### config.mk
export PLATFORM = sky130hd
export DESIGN_NAME = scan_loader
export DESIGN_NICKNAME = d
export VERILOG_FILES = /design/src/rtl/scan_loader_pkg.sv /design/src/rtl/scan_loader_serializer.sv /design/src/rtl/scan_loader.sv
export SDC_FILE = /design/constraint.sdc
export NUM_CORES = 1
export LEC_CHECK = 0
export ABC_AREA = 1
export CORE_ASPECT_RATIO = 1.5
export CORE_MARGIN = 2
export CORE_UTILIZATION = 45
export DETAILED_ROUTE_END_ITERATION = 10
export GPL_ROUTABILITY_DRIVEN = 1
export PLACE_DENSITY = 0.79
export REMOVE_ABC_BUFFERS = 1
export SLEW_MARGIN = 10
export SYNTH_ARGS = -nofsm -noshare
export SYNTH_HDL_FRONTEND = slang
export SYNTH_SLANG_ARGS = --single-unit
### constraint.sdc
create_clock -name clk -period 1.9 [get_ports clk]
set_clock_uncertainty 0.1 [all_clocks]
set_input_delay 0.57 -clock clk [delete_from_list [all_inputs] [get_ports clk]]
set_output_delay 0.57 -clock clk [all_outputs]
set_load 0.02 [all_outputs]
### src/rtl/scan_loader_pkg.sv
// Shared types and constants for the scan chain loader.
package scan_loader_pkg;

  localparam int unsigned CHAIN_LEN_DEF = 256;
  localparam int unsigned BYTE_W        = 8;
  localparam int unsigned BIT_CNT_W     = 3;

  typedef enum logic [2:0] {
    IDLE,
    FETCH,
    SHIFT,
    DRAIN,
    FINISH
  } state_t;

endpackage

### src/rtl/scan_loader_serializer.sv
// Byte PISO toward scan_in plus SIPO capture of scan_out, with a wrapping bit counter.
module scan_loader_serializer
  import scan_loader_pkg::*;
(
  input  logic              clk,
  input  logic              rst,
  input  logic              load,
  input  logic [BYTE_W-1:0] load_data,
  input  logic              shift,
  input  logic              scan_out,
  output logic              scan_in,
  output logic [BYTE_W-1:0] cap,
  output logic              last_bit
);

  logic [BYTE_W-1:0]    shreg;
  logic [BIT_CNT_W-1:0] bit_cnt;

  // LSB of the shift register drives the chain; capture fills from the top so bit 0 is the first sample.
  always_ff @(posedge clk or posedge rst) begin
    if (rst) begin
      shreg   <= '0;
      cap     <= '0;
      bit_cnt <= '0;
    end else if (load) begin
      shreg   <= load_data;
      bit_cnt <= '0;
    end else if (shift) begin
      shreg   <= {1'b0, shreg[BYTE_W-1:1]};
      cap     <= {scan_out, cap[BYTE_W-1:1]};
      bit_cnt <= bit_cnt + BIT_CNT_W'(1);
    end
  end

  assign scan_in  = shreg[0];
  assign last_bit = (bit_cnt == BIT_CNT_W'(BYTE_W - 1));

endmodule

### src/rtl/scan_loader.sv
// Scan chain initiator: shifts an image byte stream in, returns displaced chain bytes.
// Optional XOR checksum of readback bytes enabled by SCAN_LOADER_CHECKSUM_EN.
module scan_loader
  import scan_loader_pkg::*;
#(
  parameter int unsigned CHAIN_LEN = CHAIN_LEN_DEF
) (
  input  logic              clk,
  input  logic              rst,
  input  logic              start,
  input  logic [BYTE_W-1:0] in_data,
  input  logic              in_valid,
  output logic              in_ready,
  output logic [BYTE_W-1:0] out_data,
  output logic              out_valid,
  input  logic              out_ready,
  output logic              busy,
  output logic              done,
  output logic [BYTE_W-1:0] checksum,
  output logic              scan_enable,
  output logic              scan_in,
  input  logic              scan_out
);

  localparam int unsigned NUM_BYTES  = CHAIN_LEN / BYTE_W;
  localparam int unsigned BYTE_CNT_W = $clog2(NUM_BYTES) + 1;

  state_t                state;
  logic [BYTE_CNT_W-1:0] byte_cnt;
  logic [BYTE_CNT_W-1:0] byte_cnt_nxt;
  logic                  in_hs;
  logic                  out_hs;
  logic                  last_bit;

  assign in_hs        = (state == FETCH) && in_valid && in_ready;
  assign out_hs       = (state == DRAIN) && out_valid && out_ready;
  assign byte_cnt_nxt = byte_cnt + BYTE_CNT_W'(1);

  scan_loader_serializer u_ser (
    .clk       (clk),
    .rst       (rst),
    .load      (in_hs),
    .load_data (in_data),
    .shift     (scan_enable),
    .scan_out  (scan_out),
    .scan_in   (scan_in),
    .cap       (out_data),
    .last_bit  (last_bit)
  );

  // Transfer sequencing; scan_enable is high exactly while in SHIFT so stalls never move the chain.
  always_ff @(posedge clk or posedge rst) begin
    if (rst) begin
      state       <= IDLE;
      in_ready    <= 1'b0;
      out_valid   <= 1'b0;
      busy        <= 1'b0;
      done        <= 1'b0;
      scan_enable <= 1'b0;
      byte_cnt    <= '0;
    end else begin
      done <= 1'b0;
      case (state)
        IDLE: begin
          if (start) begin
            state    <= FETCH;
            busy     <= 1'b1;
            in_ready <= 1'b1;
            byte_cnt <= '0;
          end
        end
        FETCH: begin
          if (in_hs) begin
            in_ready    <= 1'b0;
            scan_enable <= 1'b1;
            state       <= SHIFT;
          end
        end
        SHIFT: begin
          if (last_bit) begin
            scan_enable <= 1'b0;
            out_valid   <= 1'b1;
            state       <= DRAIN;
          end
        end
        DRAIN: begin
          if (out_hs) begin
            out_valid <= 1'b0;
            byte_cnt  <= byte_cnt_nxt;
            if (byte_cnt_nxt == BYTE_CNT_W'(NUM_BYTES)) begin
              done  <= 1'b1;
              state <= FINISH;
            end else begin
              in_ready <= 1'b1;
              state    <= FETCH;
            end
          end
        end
        FINISH: begin
          busy  <= 1'b0;
          state <= IDLE;
        end
        default: state <= IDLE;
      endcase
    end
  end

`ifdef SCAN_LOADER_CHECKSUM_EN
  // Running XOR of delivered readback bytes; holds its final value until the next start.
  always_ff @(posedge clk or posedge rst) begin
    if (rst) begin
      checksum <= '0;
    end else if ((state == IDLE) && start) begin
      checksum <= '0;
    end else if (out_hs) begin
      checksum <= checksum ^ out_data;
    end
  end
`else
  assign checksum = '0;
`endif

endmodule

==> metrics.md, run 1 <==
| Metric | Value |
|---|---|
| Initial core utilization | `between 40% and 50%` |
| Placed wire-length estimate | `2340 µm` |
| CP Depth | `1` |
| Die Area | `between 4000 and 5000 µm²` |
| Period minus WS final | `1750 ps` |
| Unrepaired setup endpoints after global routing | `no` |
| Max layer used | `met4` |
| Wire length per cell | `11.3 µm` |
| Routed WL | `between 3000 and 4000 µm` |
| Port-buffer cells | `27` |
| Clock-pin slew on the worst setup and hold paths | `roughly 70 ps` |
| Grt total ovfl | `0` |
| Final ANT Viol Nets | `0` |
| Seq/Total Area, Yosys | `between 40% and 50%` |
| Number of flops mapped to enable cells by yosys | `0` |
| CP max stage delay | `between 400 and 500 ps` |
| FP Rows | `27` |
| #FFs+latches synth | `33` |
| CP top delay family | `flip-flops` |
| DRC viols | `0` |
| Number of global-route vias before repair | `1,362` |
| CP bufs+invs | `1` |
| TritonCTS Buffers | `5` |
| Most common library cells after synthesis | `66 x nand2_1, 33 x dfrtp_1, 26 x inv_1, 13 x nor2_1, 12 x o21ai_0` |
| CP max FO | `3` |
| Count leader, synth | `nand2_1` |
| # clock sinks | `33` |
| Area added between synthesis and finish | `23.9%` |
| Critical path arrival | `around 1100 ps` |
| Die width | `54.0 µm` |
| Total GRT Usage | `18.3%` |
| Iteration-0 DRC Markers | `30` |
| First-pass GRT wire length | `between 5000 and 6000 µm` |
| Max Cap Viol | `0` |
| Post-DP Area | `between 2000 and 2500 µm²` |
| Final nets | `255` |
| Antenna violations before repair | `0` |
| Final Wtd Congestion | `between 0.7 and 0.8` |
| Via count | `around 1,400` |
| P per Cell Area | `between 1000 and 1500 nW/µm²` |
| Worst Hold Depth | `2` |
| Max clock buf depth | `2` |
| WL met3 | `about 130 µm` |
| Worst R2R Path Depth | `6` |
| Static Leak | `approximately 1.1 nW` |
| Avg Cell Area, Syn | `about 8.5 µm²` |
| Drt pass-1 iters | `4` |
| CTS tree | `done` |
| Wire length on met2 | `1660 µm` |
| Final Hold Fails | `0` |
| Multi-input combinational cell area | `699 µm²` |
| WL met1 | `~1300 µm` |
| Core area | `around 3600 µm²` |
| Register area | `a little over 800 µm²` |
| Fin. max-slew vios | `0` |
| Largest net degree at the start of global routing | `34` |
| Critical path type | `flip-flop to output pin` |
| CTS root buffer | `clkbuf_8` |
| Hold buffers post-CTS | `0` |
| Area contributors post-synth | `dfrtp_1 49%, nand2_1 15%, inv_1 5.8%` |
| H-tree depth | `2` |
| Crit path capture type | `output pin` |
| YS warnings | `0` |
| Critical-path top delay cell | `dfrtp_1` |
| Final setup TNS | `0 ps` |
| # IOs | `36` |
| Fraction of layout cells with a size suffix above 1 | `11.3%` |
| Post-CTS Setup Inserts | `0` |
| Post-route cell area | `2090 µm²` |
| Final setup vio count | `0` |
| Share of the synthesized area in the top cell type | `between 40% and 50%` |
| Yosys top cell by area | `dfrtp_1` |
| Total power | `just over 3 mW` |
| Fillers | `337` |
| Async SR Flop Fraction | `100%` |
| Main flop type after synthesis | `dfrtp_1` |
| Via density | `roughly 4.8` |
| Startpoint class of the critical path | `flip-flop` |
| Max Freq | `around 570 MHz` |
| Post-synth cell types | `24` |
| Hold Crit Class | `flip-flop to flip-flop` |
| Skew-Pair Late Insertion Delay | `290 ps` |
| CP Data Required Time | `about 1200 ps` |
| Cell Area, Synth | `between 1500 and 2000 µm²` |
| Status | `complete, no violations` |
| Die Ht | `between 70 and 80 µm` |
| Critical-path cell list | `dlygate4sd2_1` |
| Peak VDD IR | `832 µV` |
| Synth Instances | `just under 200` |
| Part of the cycle the worst path needs | `91.9%` |
| N_diodes | `0` |
==> state kept, by name (all words and copies together) (netlist names) <==
register,cells
scan_enable,1
out_valid,1
u_ser.shreg,8
u_ser.cap,8
busy,1
state,3
u_ser.bit_cnt,3
byte_cnt,6
done,1
in_ready,1
==> logic make-up (layout without fill, tap and decap cells) <==
kind of cell    after synthesis  after routing  share of synthesized area [%]
xor+xnor                      1              1                          0.519
other cells                   1              8                          0.222
fa+ha+maj                     4              4                           2.97
simple gates                 98             98                           26.8
compound gates               23             23                           9.42
flops                        33             33                           49.0
buf+inv                      39             71                           11.1
==> metal layers <==
metal	global-route usage, %	vias up
met5	0	-
met4	8.25	0
met3	5.64	8
met2	30.9	24
met1	20.2	644
li1	-	686
==> where the power goes <==
group / switching, mW / internal, mW / leakage (nW)
clock network: 0.246 / 0.260 / 0.0395
registers: 0.206 / 0.957 / 0.424
logic: 0.815 / 0.532 / 0.640
total: 1.27 / 1.75 / 1.10
==> worst paths after layout <==
| check | from | end | slack [ps] |
|---|---|---|---|
| min in group asynchronous | rst | byte_cnt[2]$_DFFE_PP0P_ | 510 |
| max reg2reg | byte_cnt[0]$_DFFE_PP0P_ | in_ready$_DFFE_PP0P_ | 250 |
| min reg2reg | u_ser.cap[0]$_DFFE_PP0P_ | u_ser.cap[0]$_DFFE_PP0P_ | 390 |
| max in group asynchronous | rst | u_ser.cap[7]$_DFFE_PP0P_ | 1000 |
| max | scan_enable$_DFFE_PP0P_ | scan_enable | 150 |
| min | u_ser.cap[0]$_DFFE_PP0P_ | u_ser.cap[0]$_DFFE_PP0P_ | 390 |
==> cell type report <==
class	instances	share of cell area [%]
clock buffer	8	3.83
inverter	29	5.21
multi-input combinational	134	33.5
sequential	33	39.5
tap	43	2.57
timing repair buffer	34	15.4
==> through the flow <==
step	util (%)	setup slack [ps]	cells	hold slack [ps]
global placement	55.5	-41.8	273	366
finish	57.3	154	281	393
CTS	57.2	2.42	281	399
floorplan	-	413	196	366
global route	57.3	55.5	281	424
detailed placement	55.5	-74.2	273	384
==> what timing repair did <==
item	in CTS	in global routing
setup endpoints to repair	13	1
gates resized for setup	13	1
hold endpoints to repair	0	0
cloned	0	0
==> cells in the final DEF (no fill, tap or decap) <==
cell and instances:
a22o_1 2, buf_12 1, buf_4 6, clkbuf_1 3
clkbuf_8 5, clkdlybuf4s50_1 13, conb_1 8, dfrtp_1 33
dlygate4sd2_1 13, dlymetal6s2s_1 1, ha_1 4, inv_1 26
inv_2 3, nand2_1 66, nand2_2 2, nand2_4 4
nand3_1 7, nand4_1 2, nor2_1 13, nor3_1 1
nor3_4 2, nor3b_2 1, o211ai_1 3, o211ai_2 2
o21ai_0 12, o21ai_2 1, o21bai_1 1, o221ai_1 2
xor2_1 1
Power figures use the tool's default switching activity.
==> inputs of run 2 (changes only) <==
--- a/config.mk
+++ b/config.mk
@@ -12,7 +12,7 @@
 export DETAILED_ROUTE_END_ITERATION = 10
 export GPL_ROUTABILITY_DRIVEN = 1
 export PLACE_DENSITY = 0.79
-export REMOVE_ABC_BUFFERS = 1
+export SKIP_LAST_GASP = 1
 export SLEW_MARGIN = 10
 export SYNTH_ARGS = -nofsm -noshare
 export SYNTH_HDL_FRONTEND = slang
==> metrics.md, run 2 (synthesis gave the netlist of run 1 again) <==
| Metric | Value |
|---|---|
| Placed wire-length estimate | `2380 µm (was 2340 µm)` |
| Period minus WS final | `1740 ps (was 1750 ps)` |
| Hold Crit Class | `flip-flop to flip-flop (unchanged)` |
| Pre-CTS setup slack | `-63.9 ps (was -74.2 ps)` |
| Port-buffer cells | `27 (unchanged)` |
| Final setup vio count | `0 (unchanged)` |
| # clock sinks | `33 (unchanged)` |
| Post-route cell area | `2130 µm² (was 2090 µm²)` |
| CP max FO | `3 (unchanged)` |
| First-pass GRT wire length | `5580 µm (was 5650 µm)` |
| Area added between synthesis and finish | `26.0% (was 23.9%)` |
| Skew-Pair Late Insertion Delay | `280 ps (was 290 ps)` |
| Fin. max-slew vios | `0 (unchanged)` |
| TritonCTS Buffers | `5 (unchanged)` |
| Iteration-0 DRC Markers | `27 (was 30)` |
| Die Area | `4260 µm² (unchanged)` |
| Final ANT Viol Nets | `0 (unchanged)` |
| N_diodes | `0 (unchanged)` |
| Max Freq | `574 MHz (was 573 MHz)` |
| FP Rows | `27 (unchanged)` |
| H-tree depth | `2 (unchanged)` |
| Wire length per cell | `11.5 µm (was 11.3 µm)` |
| Total GRT Usage | `17.9% (was 18.3%)` |
| Final setup TNS | `0 ps (unchanged)` |
| Critical path type | `flip-flop to output pin (unchanged)` |
| Die width | `54.0 µm (unchanged)` |
| Part of the cycle the worst path needs | `91.6% (was 91.9%)` |
| Clock-pin slew on the worst setup and hold paths | `70 ps (about the same)` |
| Core area | `3650 µm² (unchanged)` |
| Max clock buf depth | `2 (unchanged)` |
| Post-DP Area | `2040 µm² (was 2020 µm²)` |
| Max Cap Viol | `0 (unchanged)` |
| Commonest non-fill, non-tap cells in the layout | `66 x nand2_1, 33 x dfrtp_1, 26 x inv_1 (unchanged)` |
| Critical-path top delay cell | `dfrtp_1 (unchanged)` |
| CP Data Required Time | `1230 ps (about the same)` |
| Unrepaired setup endpoints after global routing | `no (unchanged)` |
| Static Leak | `1.13 nW (was 1.10 nW)` |
| Final Hold Fails | `0 (unchanged)` |
| Final Wtd Congestion | `0.786 (was 0.764)` |
| Initial core utilization | `46.2% (unchanged)` |
| CP bufs+invs | `1 (unchanged)` |
| Final core utilization | `58.3% (was 57.3%)` |
| Top Registers | `u_ser.cap x8, u_ser.shreg x8, byte_cnt x6 (unchanged)` |
| Critical-path cell list | `dlygate4sd2_1 (unchanged)` |
| Startpoint class of the critical path | `flip-flop (unchanged)` |
| Status | `complete, no violations (unchanged)` |
| Crit path capture type | `output pin (unchanged)` |
| Antenna violations before repair | `0 (unchanged)` |
| CP max stage delay | `430 ps (about the same)` |
| CTS root buffer | `clkbuf_8 (unchanged)` |
| CP top delay family | `flip-flops (unchanged)` |
| Routed WL | `3250 µm (was 3190 µm)` |
| Number of global-route vias before repair | `1,333 (was 1,362)` |
| P per Cell Area | `1470 nW/µm² (was 1440 nW/µm²)` |
| Post-CTS Setup Inserts | `0 (unchanged)` |
| Drt pass-1 iters | `4 (unchanged)` |
| Critical path arrival | `1070 ps (was 1080 ps)` |
| Final nets | `257 (was 255)` |
| # IOs | `36 (unchanged)` |
| CTS tree | `done (unchanged)` |
| Die Ht | `79.0 µm (unchanged)` |
| Commonest non-fill, non-tap cell in the layout | `nand2_1 (unchanged)` |
| Peak VDD IR | `852 µV (was 832 µV)` |
| Slack of the critical path | `159 ps (was 154 ps)` |
| Via density | `4.73 (was 4.85)` |
| Largest net degree at the start of global routing | `34 (unchanged)` |
| DRC viols | `0 (unchanged)` |
| Grt total ovfl | `0 (unchanged)` |
| Via count | `1,338 (was 1,362)` |
| Fraction of layout cells with a size suffix above 1 | `13.3% (was 11.3%)` |
[run 2: cell types whose count changed in the layout (fill, tap and decap cells not counted), sizes merged]
cell | previous run | this run
buf | 7 | 9
clkbuf | 8 | 7
clkinv | 0 | 1
[run 2: metrics by stage]
step                      hold WS, ps  total power [mW]  cells
final                             391              3.12    283
after global routing              428              3.38    283
after CTS                         402              3.17    283
after detailed placement          384              2.65    275
after global placement            369              2.61    275
after floorplan                   365              2.13    206
[run 2: power by group]
part           internal, mW  switching (mW)
Combinational         0.553           0.839
Sequential            0.957           0.195
Clock                 0.327           0.248
Total                  1.84            1.28
[run 2: metal layers]
| layer | global-route usage (%) | part of all wire, % | wire [µm] | vias up |
|---|---|---|---|---|
| met5 | 0 | 0 | 0 | - |
| met4 | 7.50 | 2.0 | 66 | 0 |
| met3 | 4.51 | 4.3 | 140 | 5 |
| met2 | 32.1 | 51 | 1660 | 32 |
| met1 | 18.9 | 42 | 1380 | 618 |
| li1 | - | - | - | 683 |
[run 2: area by class of cell]
class	instances	area [µm²]
clock buffer	7	96.3
clock inverter	1	5.00
fill	334	1520
inverter	29	109
multi-input combinational	134	699
sequential	33	826
tap	43	53.8
timing repair buffer	36	337
[run 2: worst paths after layout]
check / start / to / slack, ps / cells after the start
hold / removal: u_ser.cap[0]$_DFFE_PP0P_ / u_ser.cap[0]$_DFFE_PP0P_ / 390 / 2
setup / recovery: scan_enable$_DFFE_PP0P_ / scan_enable / 160 / 1
setup reg to reg: byte_cnt[1]$_DFFE_PP0P_ / in_ready$_DFFE_PP0P_ / 270 / 6
hold reg to reg: u_ser.cap[0]$_DFFE_PP0P_ / u_ser.cap[0]$_DFFE_PP0P_ / 390 / 2
min in group asynchronous: rst / byte_cnt[1]$_DFFE_PP0P_ / 520 / 3
max in group asynchronous: rst / u_ser.bit_cnt[2]$_DFFE_PP0P_ / 1000 / 3
[run 2: timing repair]
action | in CTS | in global routing
hold buffers | 0 | 0
gates resized for setup | 13 | 1
endpoints found under the setup margin | 13 | 1
pin swaps | 0 | 0
